### src/rtl/alu_arb_pkg.sv
// alu_arb_pkg: shared ALU opcode width, opcode enum and arbiter state encoding
package alu_arb_pkg;
   localparam int ALU_OP_W = 4;
   typedef enum logic [ALU_OP_W-1:0] {
      ALU_ADD, ALU_SUB, ALU_AND, ALU_OR, ALU_NOR,
      ALU_XOR, ALU_SLL, ALU_SLA, ALU_SRL, ALU_SRA
   } alu_op_e;
   typedef enum logic {ARB, LOCKED} arb_state_e;
endpackage

### src/rtl/rr_pick.sv
// rr_pick: circular first-one finder starting at ptr; returns onehot grant, its index and any
module rr_pick #(
   parameter int N = 4
) (
   input  logic [N-1:0]         req,
   input  logic [$clog2(N)-1:0] ptr,
   output logic [N-1:0]         grant,
   output logic [$clog2(N)-1:0] idx,
   output logic                 any
);
   localparam int IW = $clog2(N);
   logic [IW-1:0] j;
   assign any = |req;
   // Walk offsets from farthest to nearest so the closest request at/after ptr wins
   always_comb begin
      idx = '0;
      j = '0;
      for (int k = N - 1; k >= 0; k--) begin
         j = IW'((int'(ptr) + k) % N);
         if (req[j]) idx = j;
      end
      grant = '0;
      grant[idx] = any;
   end
endmodule

### src/rtl/alu_share_arbiter.sv
// alu_share_arbiter: round-robin/lockable share of one ALU with a 1-entry response buffer.
// Define ALU_ARB_STATS_EN to build the per-requester saturating grant counters.
module alu_share_arbiter
   import alu_arb_pkg::*;
#(
   parameter int NREQ         = 4,
   parameter int DATA_W       = 32,
   parameter int LOCK_TIMEOUT = 8
) (
   input  logic                      clk,
   input  logic                      rst_n,
   input  logic [NREQ-1:0]           req_valid,
   output logic [NREQ-1:0]           req_ready,
   input  logic [NREQ-1:0]           req_lock,
   input  logic [NREQ*ALU_OP_W-1:0]  req_op,
   input  logic [NREQ*DATA_W-1:0]    req_a,
   input  logic [NREQ*DATA_W-1:0]    req_b,
   output logic [DATA_W-1:0]         alu_val1,
   output logic [DATA_W-1:0]         alu_val2,
   output logic [ALU_OP_W-1:0]       alu_cmd,
   input  logic [DATA_W-1:0]         alu_out,
   input  logic                      alu_zero,
   output logic                      rsp_valid,
   input  logic                      rsp_ready,
   output logic [$clog2(NREQ)-1:0]   rsp_id,
   output logic [DATA_W-1:0]         rsp_data,
   output logic                      rsp_zero,
   output logic [NREQ*16-1:0]        stat_grants
);
   localparam int IW = $clog2(NREQ);
   localparam int CW = $clog2(LOCK_TIMEOUT + 1);
   arb_state_e state, state_n;
   logic [IW-1:0] ptr, ptr_n, owner, owner_n, idx;
   logic [CW-1:0] idle, idle_n;
   logic [NREQ-1:0] elig, grant;
   logic any, can_issue, xfer;

   function automatic logic [IW-1:0] inc(input logic [IW-1:0] i);
      return (i == IW'(NREQ - 1)) ? '0 : i + 1'b1;
   endfunction

   assign can_issue = !rsp_valid || rsp_ready;
   assign elig = (state == LOCKED) ? req_valid & (NREQ'(1) << owner) : req_valid;
   assign req_ready = can_issue ? grant : '0;
   assign xfer = any && can_issue;

   rr_pick #(.N(NREQ)) u_pick (.req(elig), .ptr(ptr), .grant(grant), .idx(idx), .any(any));

   always_comb begin
      alu_val1 = '0;
      alu_val2 = '0;
      alu_cmd = '0;
      for (int i = 0; i < NREQ; i++)
         if (xfer && idx == IW'(i)) begin
            alu_val1 = req_a[i*DATA_W +: DATA_W];
            alu_val2 = req_b[i*DATA_W +: DATA_W];
            alu_cmd = req_op[i*ALU_OP_W +: ALU_OP_W];
         end
   end

   // Idle only counts cycles the owner could have issued but had nothing valid
   always_comb begin
      state_n = state;
      ptr_n = ptr;
      owner_n = owner;
      idle_n = idle;
      if (state == ARB) begin
         if (xfer) begin
            ptr_n = inc(idx);
            if (req_lock[idx]) begin
               state_n = LOCKED;
               owner_n = idx;
               idle_n = '0;
            end
         end
      end else if (xfer) begin
         idle_n = '0;
         if (!req_lock[owner]) begin
            state_n = ARB;
            ptr_n = inc(owner);
         end
      end else if (req_valid[owner]) begin
         idle_n = '0;
      end else if (can_issue) begin
         idle_n = idle + 1'b1;
         if (idle_n == CW'(LOCK_TIMEOUT)) begin
            state_n = ARB;
            ptr_n = inc(owner);
         end
      end
   end

   always_ff @(posedge clk or negedge rst_n) begin
      if (!rst_n) begin
         state <= ARB;
         ptr <= '0;
         owner <= '0;
         idle <= '0;
         rsp_valid <= 1'b0;
         rsp_id <= '0;
         rsp_data <= '0;
         rsp_zero <= 1'b0;
      end else begin
         state <= state_n;
         ptr <= ptr_n;
         owner <= owner_n;
         idle <= idle_n;
         if (xfer) begin
            rsp_valid <= 1'b1;
            rsp_id <= idx;
            rsp_data <= alu_out;
            rsp_zero <= alu_zero;
         end else if (rsp_ready) begin
            rsp_valid <= 1'b0;
         end
      end
   end

`ifdef ALU_ARB_STATS_EN
   always_ff @(posedge clk or negedge rst_n) begin
      if (!rst_n) begin
         stat_grants <= '0;
      end else begin
         for (int i = 0; i < NREQ; i++)
            if (xfer && idx == IW'(i) && stat_grants[i*16 +: 16] != 16'hFFFF)
               stat_grants[i*16 +: 16] <= stat_grants[i*16 +: 16] + 16'd1;
      end
   end
`else
   assign stat_grants = '0;
`endif
endmodule

### config.mk
export PLATFORM = sky130hd
export DESIGN_NAME = alu_share_arbiter
export DESIGN_NICKNAME = d
export VERILOG_FILES = /design/src/rtl/alu_arb_pkg.sv /design/src/rtl/rr_pick.sv /design/src/rtl/alu_share_arbiter.sv
export SDC_FILE = /design/constraint.sdc
export NUM_CORES = 1
export LEC_CHECK = 0
export ABC_AREA = 0
export CAP_MARGIN = 20
export CORE_AREA = 8 8 183 185
export CTS_CLUSTER_DIAMETER = 30
export DETAILED_ROUTE_END_ITERATION = 10
export DIE_AREA = 0 0 191 193
export SLEW_MARGIN = 20
export SYNTH_ARGS = -nofsm -noshare
export SYNTH_HDL_FRONTEND = slang
export SYNTH_HIERARCHICAL = 1
export SYNTH_SLANG_ARGS = --single-unit
### constraint.sdc
create_clock -name clk -period 5.8 [get_ports clk]
set_input_delay 0.58 -clock clk [delete_from_list [all_inputs] [get_ports clk]]
set_output_delay 0.58 -clock clk [all_outputs]
set_load 0.05 [all_outputs]
======== Yosys cells after proc, flatten, opt, wreduce, memory -nomap -nowiden ========
Cells that the tools add are included.
storage, ports and cells
  flip-flop bits (word level) ............. 45
  input port bits ......................... 316
  output and inout bits ................... 172
  word-level logic and storage cells ...... 110
operators by class
  add/sub/neg operators ................... 6
  $lt $le $gt $ge ......................... 7
  equality and inequality tests ........... 7
  shift operators ......................... 1
  multiplexer cells ....................... 59
  bitwise operators ....................... 3
  reductions and logical operators ........ 19
operator list
  kind                 number
  $mux 32              8
  $mux 4               12
  $mux 2               13
  $lt 2x3->1 const B   6
  $mux 1               18
  $bmux 1 s2           7
  $reduce_bool 2->1    5
  $and 4x4->4          2
  $add 2x1->2 const B  3
  $eq 2x2->1 const B   3
  $logic_and 1x1->1    6
  $reduce_and 3->1     2
  $reduce_and 5->1     1
  $add 2x2->2 const B  2
  $add 4x1->4 const B  1
  $eq 4x4->1 const B   1
  $reduce_or 4->1      1
  $shl 1x2->4 const A  1
  $ne 3x3->1 const B   1
  $reduce_bool 3->1    1
  $demux 1 s2          1
  $eq 2x1->1 const B   1
  $ge 2x1->1 const B   1
  $logic_not 2->1      1
  other kinds (4)      4

======== Depth between registers and ports, before layout ========
  depth in word-level cells ............... 15
  mapped depth ............................ 16
  depth with buffers taken out ............ 13

======== Cells and area by module ========
Netlist, hierarchy kept.
by module, submodules not included
  module             instances  cells each  area each (um2)  sequential area each (um2)
  alu_share_arbiter  1          690         5273.8           1126.1
  rr_pick            1          33          211.5            0.0

======== Worst setup path before layout ========
OpenSTA, ideal clock, no wires.
  path type ............................... register to output
  start point ............................. reg owner[0]
  end point ............................... out alu_val1[10]
  arrival ................................. 3629 ps
  required time ........................... 5220 ps
  path slack .............................. 1591 ps
  stages on the path, launching flop included .. 16
  buffers on the path ..................... 4
  cells stage by stage .................... dfrtp_1 inv_1 ha_1 inv_1 a21boi_0 buf_4 a21boi_1 o22ai_1 a31oi_1 ha_1 buf_2 buf_1 buf_1 a221oi_1 a211o_1 a21oi_1
between the ends
  cells in the longest elaborated chain, start to end .. 15
  elaborated cells on any way between the ends .. 29
  classes of those cells .................. eq/ne: 3; shift: 1; mux: 17; bitwise: 1; reduce/logical: 7
RTL lines
  what                          RTL line                  source
  start: declaration            alu_share_arbiter.sv:33   logic [IW-1:0] ptr, ptr_n, owner, owner_n, idx;
  start signal: assignment      alu_share_arbiter.sv:106  owner <= owner_n;
  $shl 1x2->4 *                 alu_share_arbiter.sv:43   assign elig = (state == LOCKED) ? req_valid & (NREQ'(1) << owner) : req_valid;
  $and 4x4->4 *                 alu_share_arbiter.sv:43
  $mux 4 *                      alu_share_arbiter.sv:43
  named net elig[0]             alu_share_arbiter.sv:35   logic [NREQ-1:0] elig, grant;
  $bmux 1 s2                    rr_pick.sv:20             if (req[j]) idx = j;
  $mux 1 (not written as such)  rr_pick.sv:20
  $mux 2 (3 in series)          rr_pick.sv:20
  $mux 2 *                      rr_pick.sv:20
  named net idx[0]              alu_share_arbiter.sv:33
  $logic_not 2->1               alu_share_arbiter.sv:54   if (xfer && idx == IW'(i)) begin
  $logic_and 1x1->1             alu_share_arbiter.sv:54
  $mux 32 (3 in series)         alu_share_arbiter.sv:54
  $mux 32 *                     alu_share_arbiter.sv:54
  end: declaration              alu_share_arbiter.sv:18   output logic [DATA_W-1:0] alu_val1,
Mark *: on every way through the listed nets, which the timed path passes. The rest lies on a longest branch. The select of a mux whose other input is x is not followed.

======== Final worst setup path ========
  start point ............................. in req_valid[3]
  end point ............................... out alu_val2[22]
between the ends
  cells in the longest elaborated chain, start to end .. 14
  elaborated cells on any way between the ends .. 28
  classes of those cells .................. eq/ne: 3; mux: 17; bitwise: 1; reduce/logical: 7
RTL lines
  what                          RTL line                 source
  start: declaration            alu_share_arbiter.sv:12  input logic [NREQ-1:0] req_valid,
  $and 4x4->4                   alu_share_arbiter.sv:43
  $mux 4 *                      alu_share_arbiter.sv:43
  named net elig[3]             alu_share_arbiter.sv:35
  $bmux 1 s2                    rr_pick.sv:20
  $mux 1 (not written as such)  rr_pick.sv:20
  $mux 2 (3 in series)          rr_pick.sv:20
  $mux 2 *                      rr_pick.sv:20
  named net idx[1]              alu_share_arbiter.sv:33
  $logic_not 2->1               alu_share_arbiter.sv:54
  $logic_and 1x1->1             alu_share_arbiter.sv:54
  $mux 32 (3 in series)         alu_share_arbiter.sv:54
  $mux 32 *                     alu_share_arbiter.sv:54
  end: declaration              alu_share_arbiter.sv:19  output logic [DATA_W-1:0] alu_val2,
Marked as above.

==> out/results.tsv <==
stage	metric	value	unit
worst_hold_path	worst_hold_path_type	primary input to async pin	
setup_path	cp.arrival	4.27	ns
clock_network	cts_tree	yes	
synth	synth_edf_count	0	
cells_and_area	layout.nets	1422	
synth	synth.most_common_cell	inv_1	
synth	synth.area.top_cells	dfrtp_1, a211o_1, a221oi_1, buf_4, nor2b_1	
grt	gr-max-usage-layer	met2	
die	core_area	30800	sq um
setup_path	crit_chain	clkdlybuf4s50_1 -> a21boi_0 -> inv_1 -> o2bb2a_1 -> inv_1 -> ha_4 -> nor2b_1 -> a221oi_1 -> a211o_1 -> a21oi_1 -> clkdlybuf4s50_1	
outcome	status	finished, final reports clean	
clock_network	path_clk_slew	0.07	ns
drt	drt_iter0_markers	304	
power	switching_share	58.6	%
grt	grt_first_pass_wirelength	39300	microns
clock_network	ctsHoldBuffers	0	
grt	antenna_found_initial	1	
synth	synth_top_area_cell	dfrtp_1	
setup_path	crit_required	5.22	ns
power	p_comb_share	85.9	%
clock_network	htree_levels	2	
synth	synthCells	723	
synth	yosysSeqAreaShare	20.5	%
grt	grt_max_degree	79	
drt	antenna_left	0	
setup_path	slowest_delay	0.84	ns
die	io_pins	488	
cells_and_area	drive_gt1_share	11.4	%
clock_network	post_cts_buffers	0	
clock_network	clock_sinks	45	
synth	synth_area_per_cell	7.59	sq um
power	p_leak	4.20	nW
place	dp_hpwl	22100	microns
power	p_total	6.15	mW
die	dieArea	36900	sq um
clock_network	cts-resized-gates	0	
power	p_int	2.55	mW
clock_network	cts_made_buffers	5	
place	routabilityCongestion	0.782	
sta	drv_slew	0	
drt	drtPass1Iterations	4	
grt	overflow	0	
sta	tightest_slew	0.922	ns
synth	yosys_most_used_dff	dfrtp_1	
cells_and_area	diodes	0	
grt	use_met1	16.4	%
sta	skew	0.00765	ns
synth	yosysUniqueCellTypes	42	
cells_and_area	fill_cells	3241	
clock_network	root_buffer	clkbuf_16	
synth	yosys_warnings	6	
grt	grt_pass1_vias	6678	
setup_path	criticalPathCategory	primary input to output port	
die	die_x	191	microns
clock_network	clock_latency	0.29	ns
sta	timing.final.crit_share	83.7	%
setup_path	worstPathMaxFanout	56	
sta	clock.fmax	206	MHz
synth	synth_seq_cells	45	
drt	post_drt_wl_per_cell	18.0	microns
sta	setup_violations	0	
grt	met2_usage	23.2	%
synth	syn_area	5490	sq um
die	fp.dieH	193	microns
synth	synth_common_cells	inv_1, nand2_1, a21oi_1	
drt	viasPerCell	4.28	
die	start_util	17.8	%
setup_path	critPathBufInv	4	
place	numPortBuffers	423	
power	clkPwrFrac	5.4	%
sta	maxSlewHeadroom	38.5	%
cells_and_area	syn2layout_area_growth	81.2	%
grt	gr-usage-all-layers	13.4	%
setup_path	end_kind	output port	
drt	vias	6427	
setup_path	critPathSlowestCell	clkdlybuf4s50_1	
power	power_density	618	nW/um^2
die	rows	65	
sta	hold_viol	0	
clock_network	clockBufferDepth	2	
grt	met3_usage	3.58	%
sta	timing.setup.tns	0	ns
sta	grt_setup_unrepaired	no	
setup_path	cp-start-kind	primary input	
setup_path	crit_family	buffers and inverters	
drt	drcViolationCount	0	
power	switchingPower	3.60	mW
synth	synth_top_area_share	20.5	%
power	ir_worst_vdd	0.390	mV
power	seq_power_share	8.7	%
drt	wirelength	27100	microns
synth	async_flop_share	100	%
sta	period_needed	4.85	ns
flow_run	maxCapViolations	0	
## power groups by stage
stage,combinational [mW],clock (mW),sequential (mW)
finish,5.28,0.330,0.537
global route,5.66,0.352,0.559
CTS,5.34,0.338,0.538
detailed placement,5.32,0,0.543
global placement,5.32,0,0.536
floorplan,3.33,0,0.878
## cell families after synthesis
group           Yosys count  share of synthesized area [%]
buf+inv                 214                           19.5
compound gates          242                           32.9
other cells               1                         0.0684
mux                      43                           9.42
fa+ha+maj                 9                           2.05
simple gates            169                           15.5
flops                    45                           20.5
## area by class of cell
cell class / count / area (sq um) / area share (%)
repair buffers: 438 / 4270 / 42.9
multi-input cells: 527 / 3570 / 36.0
flip-flops and latches: 45 / 1130 / 11.3
well taps: 402 / 503 / 5.06
inverters: 80 / 300 / 3.02
clock buffers: 6 / 129 / 1.30
clock inverters: 2 / 38.8 / 0.390
## layer usage
layer | vias to the layer above | part of all wire, %
li1 | 3165 | -
met3 | 21 | 7.9
met5 | - | 0
met1 | 2969 | 40
met4 | 0 | 1.6
met2 | 272 | 50
## placed cells by master (no fill, tap or decap), types with 6 or more instances in the layout
master and count:
nand2_1 77, clkdlybuf4s50_1 367, a211o_1 68, a21oi_1 73, buf_4 65, conb_1 64
o21ai_0 11, and2_1 6, mux2_2 36, inv_1 80, a221oi_1 68, nor2b_1 71
dfrtp_1 45
## worst register-to-register path: stages (launching register included)
cell	delay (ns)
dfrtp_1	0.48
inv_1	0.13
ha_1	0.22
inv_1	0.05
a21boi_0	0.07
buf_4	0.19
mux2i_1	0.15
o22ai_1	0.09
a31oi_1	0.20
buf_4	0.20
mux4_2	0.52
a31oi_1	0.39
o21ai_0	0.16
nand2_1	0.09
## stage by stage
| step | setup WS [ns] | area (sq um) | hold slack (ns) | cells | utilization [%] |
|---|---|---|---|---|---|
| 4_1_cts | 0.951 | 9940 | 0.394 | 1500 | 32.2 |
| 3_3_place_gp | 1.03 | 9770 | 0.471 | 1492 | 31.7 |
| 3_5_place_dp | 0.967 | 9770 | 0.484 | 1492 | 31.7 |
| 6_report | 0.946 | 9940 | 0.366 | 1500 | 32.2 |
| 2_1_floorplan | 1.59 | 5720 | 0.284 | 786 | - |
| 5_1_grt | 0.647 | 9940 | 0.418 | 1500 | 32.2 |
## final timing paths
path	startpoint	to	slack [ns]	cells after the start
worst max-delay path	req_valid[3]	alu_val2[22]	0.95	11
worst min register to register	rsp_id[1]$_DFFE_PN0P_	rsp_id[1]$_DFFE_PN0P_	0.49	2
worst max register to register	owner[0]$_DFFE_PN0P_	idle[1]$_DFFE_PN0P_	2.81	13
worst min-delay path	rst_n	rsp_data[18]$_DFFE_PN0P_	0.37	2
max in group asynchronous	rst_n	rsp_data[24]$_DFFE_PN0P_	5.04	2
min in group clk	rsp_id[1]$_DFFE_PN0P_	rsp_id[1]$_DFFE_PN0P_	0.49	2
## state kept, by name, indices dropped and copies added (netlist names)
name	flops
idle	4
rsp_zero	1
state	1
rsp_data	32
rsp_valid	1
owner	2
ptr	2
rsp_id	2
(Power assumes the default switching activity.)
==> RTL edit, RTL diff (same flow settings) <==
The package constant `ALU_OP_W` goes from 4 to 6.
--- a/src/rtl/alu_arb_pkg.sv
+++ b/src/rtl/alu_arb_pkg.sv
@@ -1,5 +1,5 @@
 // alu_arb_pkg: shared ALU opcode width, opcode enum and arbiter state encoding
 package alu_arb_pkg;
-   localparam int ALU_OP_W = 4;
+   localparam int ALU_OP_W = 6;
    typedef enum logic [ALU_OP_W-1:0] {
       ALU_ADD, ALU_SUB, ALU_AND, ALU_OR, ALU_NOR,
Ports: changed (resized alu_cmd and req_op); port bits go from 488 to 498. No check against the original RTL was run, so the function may have changed too.
==> RTL edit against the unedited design <==
Sequential cell count unchanged; wire length increased by 6.3%; power is 4.6% higher; critical endpoint is now alu_val1[18]; design area increased by 2.9%; global-route usage up 0.43 points; setup slack worse by 230 ps; synthesized area up 1.6%; synthesized cell count rose by 1.9%.
==> RTL edit: results <==
metrics = {
    "setup_path": {
        "r2r_setup_slack_ps": 2750,
        "endpoint": "alu_val1[18]",
        "worstSetupPathType": "flip-flop to output port",
        "r2r_cells": 11,
        "slowest_delay_ps": 860,
    },
    "power": {
        "pg_clk_uw": 271,
        "p_sw_frac": 0.583,
        "finalPower_uw": 6430,
        "peakVddDrop_mv": 0.310,
        "p_leak_uw": 0.00417,
    },
    "synth": {
        "synthCells": 737,
        "ys_top_cells_by_area": "dfrtp_1 20%, a211o_1 11%, a221oi_1 11%",
        "synth_compound_area_frac": 0.333,
    },
    "layout": {
        "nets": 1448,
        "utilization": 0.332,
    },
    "status": {
        "status": "finished clean",
    },
    "global_route": {
        "grt_pass1_vias": 6544,
        "grt_usage": 0.139,
        "use_met2": 0.236,
        "use_met3": 0.0403,
    },
    "timing": {
        "hold_ws_ps": 311,
        "slew_headroom": 0.394,
        "max_freq_mhz": 197,
    },
    "placed_design": {
        "dp_cells": 1510,
        "placed_cell_area_um2": 10100,
        "gp_congestion": 0.853,
    },
    "drt": {
        "first_pass_iters": 5,
        "drt_iter0_markers": 323,
        "wirelength_mm": 28.8,
    },
}
-- RTL edit: changes by cell type after synthesis, moves of 2 or more --
| cell | before | now |
|---|---|---|
| a221oi_1 | 68 | 70 |
| a21boi_0 | 5 | 1 |
| buf_2 | 2 | 6 |
| nand2_1 | 78 | 83 |
| o21ai_0 | 11 | 8 |
| inv_1 | 80 | 82 |
| buf_1 | 6 | 2 |
| a211o_1 | 68 | 70 |
| nor3_1 | 2 | 0 |
| mux2_2 | 36 | 34 |
| clkbuf_1 | 58 | 62 |
| o21a_1 | 0 | 4 |
| mux2_1 | 0 | 2 |
-- RTL edit: layout make-up --
| type | instances | share of cell area |
|---|---|---|
| multi-input cells | 534 | 0.355 |
| inverters | 82 | 0.0301 |
| diodes | 3 | 0.000734 |
| repair buffers | 447 | 0.442 |
| clock inverters | 2 | 0.000978 |
| well taps | 402 | 0.0492 |
| clock buffers | 6 | 0.0126 |
| flip-flops and latches | 45 | 0.110 |
